**config.mk**
```make
export PLATFORM = sky130hd
export DESIGN_NAME = vga_timing_core_flat
export DESIGN_NICKNAME = d
export VERILOG_FILES = /design/src/rtl/vga_timing_core_if.sv /design/src/rtl/vga_timing_core.sv /design/src/flat_wrapper.sv
export SDC_FILE = /design/constraint.sdc
export NUM_CORES = 1
export LEC_CHECK = 0
export CAP_MARGIN = 30
export CORE_ASPECT_RATIO = 1.2
export CORE_MARGIN = 4
export CORE_UTILIZATION = 40
export CTS_CLUSTER_DIAMETER = 100
export CTS_CLUSTER_SIZE = 25
export DETAILED_ROUTE_END_ITERATION = 10
export DONT_BUFFER_PORTS = 1
export MAX_ROUTING_LAYER = met4
export PLACE_DENSITY = 0.62
export RECOVER_POWER = 25
export SLEW_MARGIN = 15
export SYNTH_ARGS = -nofsm -noshare
export SYNTH_HDL_FRONTEND = slang
export SYNTH_SLANG_ARGS = --single-unit
```
**constraint.sdc**
```tcl
create_clock -name clk -period 2.8 [get_ports clk]
set_input_delay 0.42 -clock clk [delete_from_list [all_inputs] [get_ports clk]]
set_output_delay 0.42 -clock clk [all_outputs]
set_load 0.01 [all_outputs]
```
**src/rtl/vga_timing_core_if.sv**
```systemverilog
// vga_timing_core_if: video timing bus between the raster generator and the video generator
// Optional macro VGA_FRAME_CNT_EN adds the 16-bit frame_cnt signal.
// Ports (master = timing core):
//   pix_en, run                       : core inputs (pixel enable, run/halt request)
//   x, y                              : raw pixel column / line counters
//   active, sof, sol                  : undelayed visible flag and start strobes
//   hsync, vsync, blank_b, sync_b     : sync/blank strobes delayed by PIPE pixels
//   frame_cnt                         : frame counter (VGA_FRAME_CNT_EN only)
interface vga_timing_core_if #(parameter int CW = 10);
  logic pix_en;
  logic run;
  logic [CW-1:0] x;
  logic [CW-1:0] y;
  logic active;
  logic hsync;
  logic vsync;
  logic blank_b;
  logic sync_b;
  logic sof;
  logic sol;
`ifdef VGA_FRAME_CNT_EN
  logic [15:0] frame_cnt;
  modport master (input pix_en, run,
                  output x, y, active, hsync, vsync, blank_b, sync_b, sof, sol, frame_cnt);
  modport slave  (output pix_en, run,
                  input x, y, active, hsync, vsync, blank_b, sync_b, sof, sol, frame_cnt);
`else
  modport master (input pix_en, run,
                  output x, y, active, hsync, vsync, blank_b, sync_b, sof, sol);
  modport slave  (output pix_en, run,
                  input x, y, active, hsync, vsync, blank_b, sync_b, sof, sol);
`endif
endinterface

```
**src/rtl/vga_timing_core.sv**
```systemverilog
// vga_timing_core: parametrised VGA raster timing generator with pixel enable, run/halt and delayed sync/blank
// Optional macro VGA_FRAME_CNT_EN adds a 16-bit frame counter on bus.frame_cnt.
// Ports:
//   clk   : single clock, rising edge
//   rst_n : synchronous active-low reset
//   bus   : vga_timing_core_if.master (pix_en/run in; x, y, active, hsync, vsync,
//           blank_b, sync_b, sof, sol, [frame_cnt] out)
module vga_timing_core #(
  parameter int H_ACTIVE = 640,
  parameter int H_FP     = 16,
  parameter int H_SYNC   = 96,
  parameter int H_BP     = 48,
  parameter int V_ACTIVE = 480,
  parameter int V_FP     = 10,
  parameter int V_SYNC   = 2,
  parameter int V_BP     = 33,
  parameter bit HS_POL   = 1'b0,
  parameter bit VS_POL   = 1'b0,
  parameter int PIPE     = 2,
  parameter int CW       = 10
) (
  input logic clk,
  input logic rst_n,
  vga_timing_core_if.master bus
);
  localparam int H_TOTAL = H_ACTIVE + H_FP + H_SYNC + H_BP;
  localparam int V_TOTAL = V_ACTIVE + V_FP + V_SYNC + V_BP;
  // One extra bit so a sync pulse ending exactly at H_TOTAL/V_TOTAL still fits.
  localparam logic [CW:0] H_LAST = (CW+1)'(H_TOTAL - 1);
  localparam logic [CW:0] H_VIS  = (CW+1)'(H_ACTIVE);
  localparam logic [CW:0] H_SS   = (CW+1)'(H_ACTIVE + H_FP);
  localparam logic [CW:0] H_SE   = (CW+1)'(H_ACTIVE + H_FP + H_SYNC);
  localparam logic [CW:0] V_LAST = (CW+1)'(V_TOTAL - 1);
  localparam logic [CW:0] V_VIS  = (CW+1)'(V_ACTIVE);
  localparam logic [CW:0] V_SS   = (CW+1)'(V_ACTIVE + V_FP);
  localparam logic [CW:0] V_SE   = (CW+1)'(V_ACTIVE + V_FP + V_SYNC);
  // Stage layout {hsync, vsync, blank_b, sync_b}; IDLE is the inactive pattern.
  localparam logic [3:0] IDLE = {~HS_POL, ~VS_POL, 1'b0, 1'b1};
  typedef enum logic {RUN, HALT} state_t;
  state_t state, state_n;
  logic [CW-1:0] h, v, h_n, v_n;
  logic [CW:0] hx, vx;
  logic running, h_end, v_end, vis, hs_on, vs_on;
  logic [3:0] raw, out;
  assign hx = {1'b0, h};
  assign vx = {1'b0, v};
  always_comb begin
    running = state == RUN && rst_n;
    h_end = hx == H_LAST;
    v_end = vx == V_LAST;
    vis = running && hx < H_VIS && vx < V_VIS;
    hs_on = running && hx >= H_SS && hx < H_SE;
    vs_on = running && vx >= V_SS && vx < V_SE;
    raw = {hs_on ? HS_POL : ~HS_POL, vs_on ? VS_POL : ~VS_POL, vis, ~(hs_on | vs_on)};
  end
  // run is only honoured at the last pixel of a frame; the counters wrap to (0,0)
  // on that same edge, so HALT always parks them at the origin.
  always_comb begin
    state_n = state;
    h_n = h;
    v_n = v;
    if (state == HALT)
      state_n = bus.run ? RUN : HALT;
    else if (bus.pix_en) begin
      h_n = h_end ? '0 : h + CW'(1);
      v_n = !h_end ? v : v_end ? '0 : v + CW'(1);
      state_n = (h_end && v_end && !bus.run) ? HALT : RUN;
    end
  end
  always_ff @(posedge clk)
    if (!rst_n) begin
      state <= bus.run ? RUN : HALT;
      h <= '0;
      v <= '0;
    end else begin
      state <= state_n;
      h <= h_n;
      v <= v_n;
    end
  if (PIPE == 0) begin : g_direct
    assign out = raw;
  end else begin : g_pipe
    logic [3:0] sr [PIPE];
    always_ff @(posedge clk)
      if (!rst_n) begin
        for (int i = 0; i < PIPE; i++) sr[i] <= IDLE;
      end else if (bus.pix_en) begin
        sr[0] <= raw;
        for (int i = 1; i < PIPE; i++) sr[i] <= sr[i-1];
      end
    assign out = sr[PIPE-1];
  end
`ifdef VGA_FRAME_CNT_EN
  logic [15:0] fcnt;
  // Counts completed frames only; the wrap that enters HALT (run=0) is not counted.
  always_ff @(posedge clk)
    if (!rst_n) fcnt <= '0;
    else if (running && bus.pix_en && h_end && v_end && bus.run) fcnt <= fcnt + 16'd1;
  assign bus.frame_cnt = fcnt;
`endif
  assign bus.x = h;
  assign bus.y = v;
  assign bus.active = vis;
  assign {bus.hsync, bus.vsync, bus.blank_b, bus.sync_b} = out;
  assign bus.sof = running && bus.pix_en && h == '0 && v == '0;
  assign bus.sol = running && bus.pix_en && h == '0 && vx < V_VIS;
endmodule

```
**src/flat_wrapper.sv**
```systemverilog
// flat-port wrapper written by rule: the top's interface ports become plain ports
module vga_timing_core_flat 
#(
  parameter int H_ACTIVE = 640,
  parameter int H_FP     = 16,
  parameter int H_SYNC   = 96,
  parameter int H_BP     = 48,
  parameter int V_ACTIVE = 480,
  parameter int V_FP     = 10,
  parameter int V_SYNC   = 2,
  parameter int V_BP     = 33,
  parameter bit HS_POL   = 1'b0,
  parameter bit VS_POL   = 1'b0,
  parameter int PIPE     = 2,
  parameter int CW       = 10
)
  (clk, rst_n, bus_pix_en, bus_run, bus_x, bus_y, bus_active, bus_hsync, bus_vsync, bus_blank_b, bus_sync_b, bus_sof, bus_sol);
  vga_timing_core_if #(.CW(CW)) bus_i ();
  input logic clk;
  input logic rst_n;
  input wire logic [$bits(bus_i.pix_en)-1:0] bus_pix_en;
  input wire logic [$bits(bus_i.run)-1:0] bus_run;
  output wire logic [$bits(bus_i.x)-1:0] bus_x;
  output wire logic [$bits(bus_i.y)-1:0] bus_y;
  output wire logic [$bits(bus_i.active)-1:0] bus_active;
  output wire logic [$bits(bus_i.hsync)-1:0] bus_hsync;
  output wire logic [$bits(bus_i.vsync)-1:0] bus_vsync;
  output wire logic [$bits(bus_i.blank_b)-1:0] bus_blank_b;
  output wire logic [$bits(bus_i.sync_b)-1:0] bus_sync_b;
  output wire logic [$bits(bus_i.sof)-1:0] bus_sof;
  output wire logic [$bits(bus_i.sol)-1:0] bus_sol;
  assign bus_i.pix_en = bus_pix_en;
  assign bus_i.run = bus_run;
  assign bus_x = bus_i.x;
  assign bus_y = bus_i.y;
  assign bus_active = bus_i.active;
  assign bus_hsync = bus_i.hsync;
  assign bus_vsync = bus_i.vsync;
  assign bus_blank_b = bus_i.blank_b;
  assign bus_sync_b = bus_i.sync_b;
  assign bus_sof = bus_i.sof;
  assign bus_sol = bus_i.sol;
  vga_timing_core #(.H_ACTIVE(H_ACTIVE), .H_FP(H_FP), .H_SYNC(H_SYNC), .H_BP(H_BP), .V_ACTIVE(V_ACTIVE), .V_FP(V_FP), .V_SYNC(V_SYNC), .V_BP(V_BP), .HS_POL(HS_POL), .VS_POL(VS_POL), .PIPE(PIPE), .CW(CW)) u_core (.clk(clk), .rst_n(rst_n), .bus(bus_i));
endmodule
```
==> flow_metrics.tcl, run 1 <==
set metrics [dict create \
    mostFrequentLayoutCells "21 x dfxtp_1, 13 x nor2_1, 13 x nand2_1" \
    port-buffer-count 0 \
    grt_pass1_vias 1033 \
    instances_no_fill 201 \
    drt_iter0_drc 29 \
    vias_per_cell 5.77 \
    totalWireLength_microns 2930 \
    clock.fmax_ghz 0.415 \
    synthAdderAreaFrac_pct 3.51 \
    cts_tree "yes" \
    postCtsResizedCells 0 \
    synth-warning-count 0 \
    clockBufferDepth 2 \
    cts_buffers 5 \
    grt_max_degree 18 \
    synthCells 159 \
    critPathKind "flip-flop to flip-flop" \
    vdd_drop_max_mv 0.228 \
    syn_nets 167 \
    synthMuxAreaShare_pct 0 \
    slew_violations 0 \
    synth_xor_area_share_pct 4.92 \
    synth_area_leaders "dfxtp_1 29%, edfxtp_1 17%, nand4_1 4.0%" \
    fin_nets 171 \
    initial_core_util_pct 42.0 \
    worst_clock_skew_ns 0.00910 \
    cp_max_fo 17 \
    io_pins 31 \
    die-area_sq_um 4590 \
    fin_crit_ns 2.41 \
    cp.required_ns 3.00 \
    cellLeakagePower_nw 0.495 \
    cap_violations 0 \
    yosys_register_bits 29 \
    core_region_area_sq_um 3400 \
    hold_path.class "input pin to flip-flop" \
    fin_setup_tns_ns 0 \
    h-tree-depth 2 \
    worst_path_largest_cell_delay_ns 0.80 \
    critPathBufInv 0 \
    ys_types 34 \
    final_util_pct 45.4 \
    yosys.area_share.simple_pct 31.7 \
    cpLargestDelayFamily "simple AND/OR/NAND/NOR gates" \
    clk_pin_slew_ns 0.06 \
    ys_seq_area_share_pct 46.4 \
    track_usage_pct 13.8 \
    r2r_setup_slack_ns 0.39 \
    drive_gt1_share_pct 7.93 \
    crit_path_end_kind "flip-flop" \
    area_delta_synth_final_pct 8.17 \
    finalHoldViolCount 0 \
    antenna_cells 0 \
    die_w_microns 62.5 \
    ctsHoldBuffers 0 \
    synthesis.area_sq_um 1430 \
    fin_crit_sh_pct 86.1 \
    status "finished, final reports clean" \
    postCtsSetupBuffers 0 \
    grt_pass1_wl_microns 4820 \
    grt.overflow.total 0 \
    num_rows 23 \
    worstPathCellList "ha_1 > nand2_1 > or4_1 > or4_4 > a21oi_2" \
    power_density_nw_per_um2 515 \
    fillers 347 \
    synth_top_family_by_area "simple AND/OR/NAND/NOR gates" \
    ant_nets 0 \
    clk_latency_ns 0.27 \
    critical_path_arrival_ns 2.61 \
    synth_top_area_share_pct 29.5 \
    clock-sinks 29 \
    crit_path_start_kind "flip-flop" \
    drt-pass1-iter-count 6 \
    antenna_found_initial 0 \
    cts-root-buf "clkbuf_8" \
    wire_per_inst_microns 14.6 \
    synth_area_leader_cell "dfxtp_1" \
    place_inst 193 \
    rsz0062_at_grt "false" \
    num_vias 1160 \
    drc 0 \
    cp_slowest_cell "or4_1" \
    die_height_microns 73.4 \
    place.gp.congestion 0.773 \
    dpl.hpwl_microns 2210 \
    setup_viol 0 \
    tightest_slew_ns 0.490 \
    layout_commonest_cell "dfxtp_1" \
    synth.avg_cell_area_sq_um 8.96 \
    slew_headroom_pct 67.3 \
    whs_ns 0.219 \
    synth_compound_area_share_pct 10.7 \
]
-- area by class of cell --
type | instances | area [sq um] | area share (%)
inverter | 6 | 22.5 | 1.46
sequential | 29 | 661 | 42.9
timing repair buffer | 1 | 7.51 | 0.487
clock buffer | 7 | 76.3 | 4.95
multi-input combinational | 120 | 724 | 47.0
clock inverter | 1 | 3.75 | 0.244
tap | 37 | 46.3 | 3.00
-- synthesized netlist by cell type --
cell type	instances
a21boi_0	2
a21oi_1	9
a21oi_2	1
a31o_2	1
and2_1	4
and3_1	2
and3b_1	2
buf_2	2
clkbuf_1	2
dfxtp_1	21
edfxtp_1	8
ha_1	4
inv_1	6
nand2_1	13
nand2b_1	1
nand3_1	7
nand3b_1	2
nand4_1	9
nor2_1	13
nor2b_1	4
nor3_1	9
nor4_1	4
o21a_1	1
o21ai_0	7
o21ai_2	1
o31ai_1	2
o41ai_1	1
or2_2	3
or3_1	7
or4_1	1
or4_4	1
or4b_1	1
xnor2_1	5
xor2_1	3
-- where the power goes --
part / internal (mW) / switching (mW)
sequential: 0.441 / 0.00873
clock: 0.172 / 0.141
combinational: 0.0117 / 0.0191
total: 0.625 / 0.169
-- state kept, by name, indices dropped and copies added (netlist names) --
register	count
u_core.bus.y	10
u_core.g_pipe.sr	8
u_core.state	1
u_core.bus.x	10
-- metrics by stage --
step | total power [mW] | worst slack, ns | cell area (sq um)
after floorplan | 0.483 | 0.684 | 1430
after global placement | 0.488 | 0.450 | 1460
after detailed placement | 0.490 | 0.412 | 1460
after CTS | 0.806 | 0.384 | 1540
after global routing | 0.825 | 0.281 | 1540
final | 0.794 | 0.390 | 1540
-- kinds of logic after synthesis --
kind of cell / count (synthesis)
AO/OA/AOI/OAI: 25
flip-flops: 29
buffers and inverters: 10
XOR/XNOR: 8
AND/OR/NAND/NOR: 83
adder cells (fa/ha/maj): 4
-- layer usage --
layer	track usage (%)	vias to the layer above	share of wire [%]
li1	-	588	-
met1	15.2	539	43
met2	23.1	28	49
met3	4.59	5	6.3
met4	5.88	0	1.4
met5	-	-	0
-- worst paths after layout --
| kind | from | to | depth (start not counted) |
|---|---|---|---|
| worst max-delay path | u_core.bus.x[0] | u_core.bus.y[8] | 5 |
| worst min-delay path | bus_run | u_core.state | 1 |
| worst max register to register | u_core.bus.x[0] | u_core.bus.y[8] | 5 |
| worst min register to register | u_core.g_pipe.sr[0][0] | u_core.g_pipe.sr[0][4] | 1 |
(Power assumes the default switching activity.)
==> inputs of run 2 (changes only) <==
Settings changed: MAX_ROUTING_LAYER met4 to unset.
Clock period 2.8 ns to 2.6 ns, I/O delays scaled along.
==> run 2 against run 1 <==
Net effect: clock power increased by 78%; fmax grew 3.5%; non-clock buffer count increased by 3; via count grew 2.1%; critical path depth increased by 1.
==> flow_metrics.tcl, run 2 (same netlist as run 1, synthesis figures left out) <==
set metrics [dict create \
    status "finished, final reports clean" \
    initial_core_util_pct 42.0 \
    die_height_microns 73.4 \
    r2r-start "u_core.bus.x[0]" \
    num_rows 23 \
    dpl.hpwl_microns 2410 \
    wire_per_inst_microns 15.7 \
    drc 0 \
    rsz0062_at_grt "false" \
    vias_per_cell 5.80 \
    power.total_mw 1.08 \
    regArea_sq_um 661 \
    clock.fmax_ghz 0.429 \
    cp_num_cells 6 \
    finalHoldViolCount 0 \
    fin_setup_tns_ns 0 \
    critical_path_arrival_ns 2.49 \
    h-tree-depth 2 \
    crit_path_end_kind "flip-flop" \
    tightest_slew_ns 0.439 \
    ctsHoldBuffers 0 \
    cts-root-buf "clkbuf_8" \
    cellLeakagePower_nw 0.538 \
    cpLargestDelayFamily "simple AND/OR/NAND/NOR gates" \
    clock-sinks 29 \
    slew_violations 0 \
    worst_clock_skew_ns 0.00753 \
    core_region_area_sq_um 3400 \
    num_vias 1184 \
    track_usage_pct 15.6 \
    cts_buffers 5 \
    ant_nets 0 \
    slew_headroom_pct 70.5 \
    critPathKind "flip-flop to flip-flop" \
    io_pins 31 \
    crit_path_start_kind "flip-flop" \
    fillers 344 \
    r2r_setup_slack_ns 0.27 \
    postCtsSetupBuffers 0 \
    mostFrequentLayoutCells "21 x dfxtp_1, 13 x nor2_1, 13 x nand2_1" \
    cts_tree "yes" \
    fin_crit_sh_pct 89.6 \
    place.gp.congestion 0.822 \
    crit_path_end "u_core.bus.y[0]" \
    area_delta_synth_final_pct 13.5 \
    r2r_cells 6 \
    final_util_pct 47.6 \
    r2r-end "u_core.bus.y[0]" \
    fin_nets 174 \
    drt-pass1-iter-count 4 \
    multi_input_area_sq_um 724 \
    whs_ns 0.173 \
    postCtsResizedCells 0 \
    antenna_found_initial 0 \
    place_inst 196 \
    vdd_drop_max_mv 0.381 \
    layout_commonest_cell "dfxtp_1" \
    grt.overflow.total 0 \
    cp_slowest_cell "or4_1" \
    worst_path_largest_cell_delay_ns 0.70 \
    drt_iter0_drc 36 \
    critPathBufInv 1 \
    die-area_sq_um 4590 \
    cp.required_ns 2.76 \
    setup_viol 0 \
    antenna_cells 0 \
    cp_max_fo 9 \
    critPathLaunch "u_core.bus.x[0]" \
    clk_pin_slew_ns 0.07 \
    totalWireLength_microns 3210 \
    drive_gt1_share_pct 11.4 \
    fin_crit_ns 2.33 \
    grt_pass1_wl_microns 5490 \
    hold_path.class "input pin to flip-flop" \
    port-buffer-count 0 \
    grt_max_degree 11 \
    power_density_nw_per_um2 666 \
    die_w_microns 62.5 \
    clk_latency_ns 0.29 \
    worstPathCellList "ha_1 > nand2_1 > or4_1 > buf_4 > o21ai_2 > nor2_1" \
    instances_no_fill 204 \
    grt_pass1_vias 1113 \
    clockBufferDepth 2 \
    cap_violations 0 \
]
[run 2: cell count changes in the layout (fill, tap and decap cells not counted)]
| cell | previous run | this run |
|---|---|---|
| clkinv_2 | 0 | 1 |
| clkbuf_1 | 2 | 0 |
| bufinv_16 | 0 | 2 |
| clkinv_1 | 1 | 0 |
| buf_4 | 1 | 4 |
[run 2: stage by stage]
stage	setup WS (ns)	area (sq um)
2_1_floorplan	0.484	1430
3_3_place_gp	0.360	1480
3_5_place_dp	0.292	1480
4_1_cts	0.274	1620
5_1_grt	0.115	1620
6_report	0.270	1620
[run 2: worst register-to-register path: stages, from the launching register on]
cell and delay [ns]:
dfxtp_1 0.45, ha_1 0.21, nand2_1 0.13, or4_1 0.70
buf_4 0.23, o21ai_2 0.38, nor2_1 0.09
[run 2: worst min-delay path by stage]
| stage | from | endpoint | depth (start not counted) |
|---|---|---|---|
| after global placement | bus_run | u_core.state | 1 |
| after detailed placement | bus_run | u_core.state | 1 |
| after CTS | bus_run | u_core.state | 1 |
| final | bus_run | u_core.state | 1 |
| after global routing | bus_run | u_core.state | 1 |
| after floorplan | bus_run | u_core.state | 1 |
[run 2: final cells by class]
type                    instances  area share [%]
clock inverters                 3            4.02
inverters                       6            1.39
well taps                      37            2.86
clock buffers                   5            4.25
repair buffers                  4            1.86
multi-input cells             120            44.8
flip-flops and latches         29            40.8
[run 2: routing by layer]
layer  vias up  wire [microns]  GRT usage [%]
met5         -               0              0
met1       561            1340           17.6
met3         7             230           6.73
li1        585               -              -
met4         0              61           6.62
met2        31            1570           26.1
[run 2: power breakdown]
group | switching, mW | leakage [nW] | total, mW | internal, mW
combinational | 0.0204 | 0.226 | 0.0329 | 0.0125
clock | 0.180 | 0.0681 | 0.560 | 0.380
sequential | 0.00974 | 0.244 | 0.484 | 0.474
total | 0.210 | 0.538 | 1.08 | 0.867
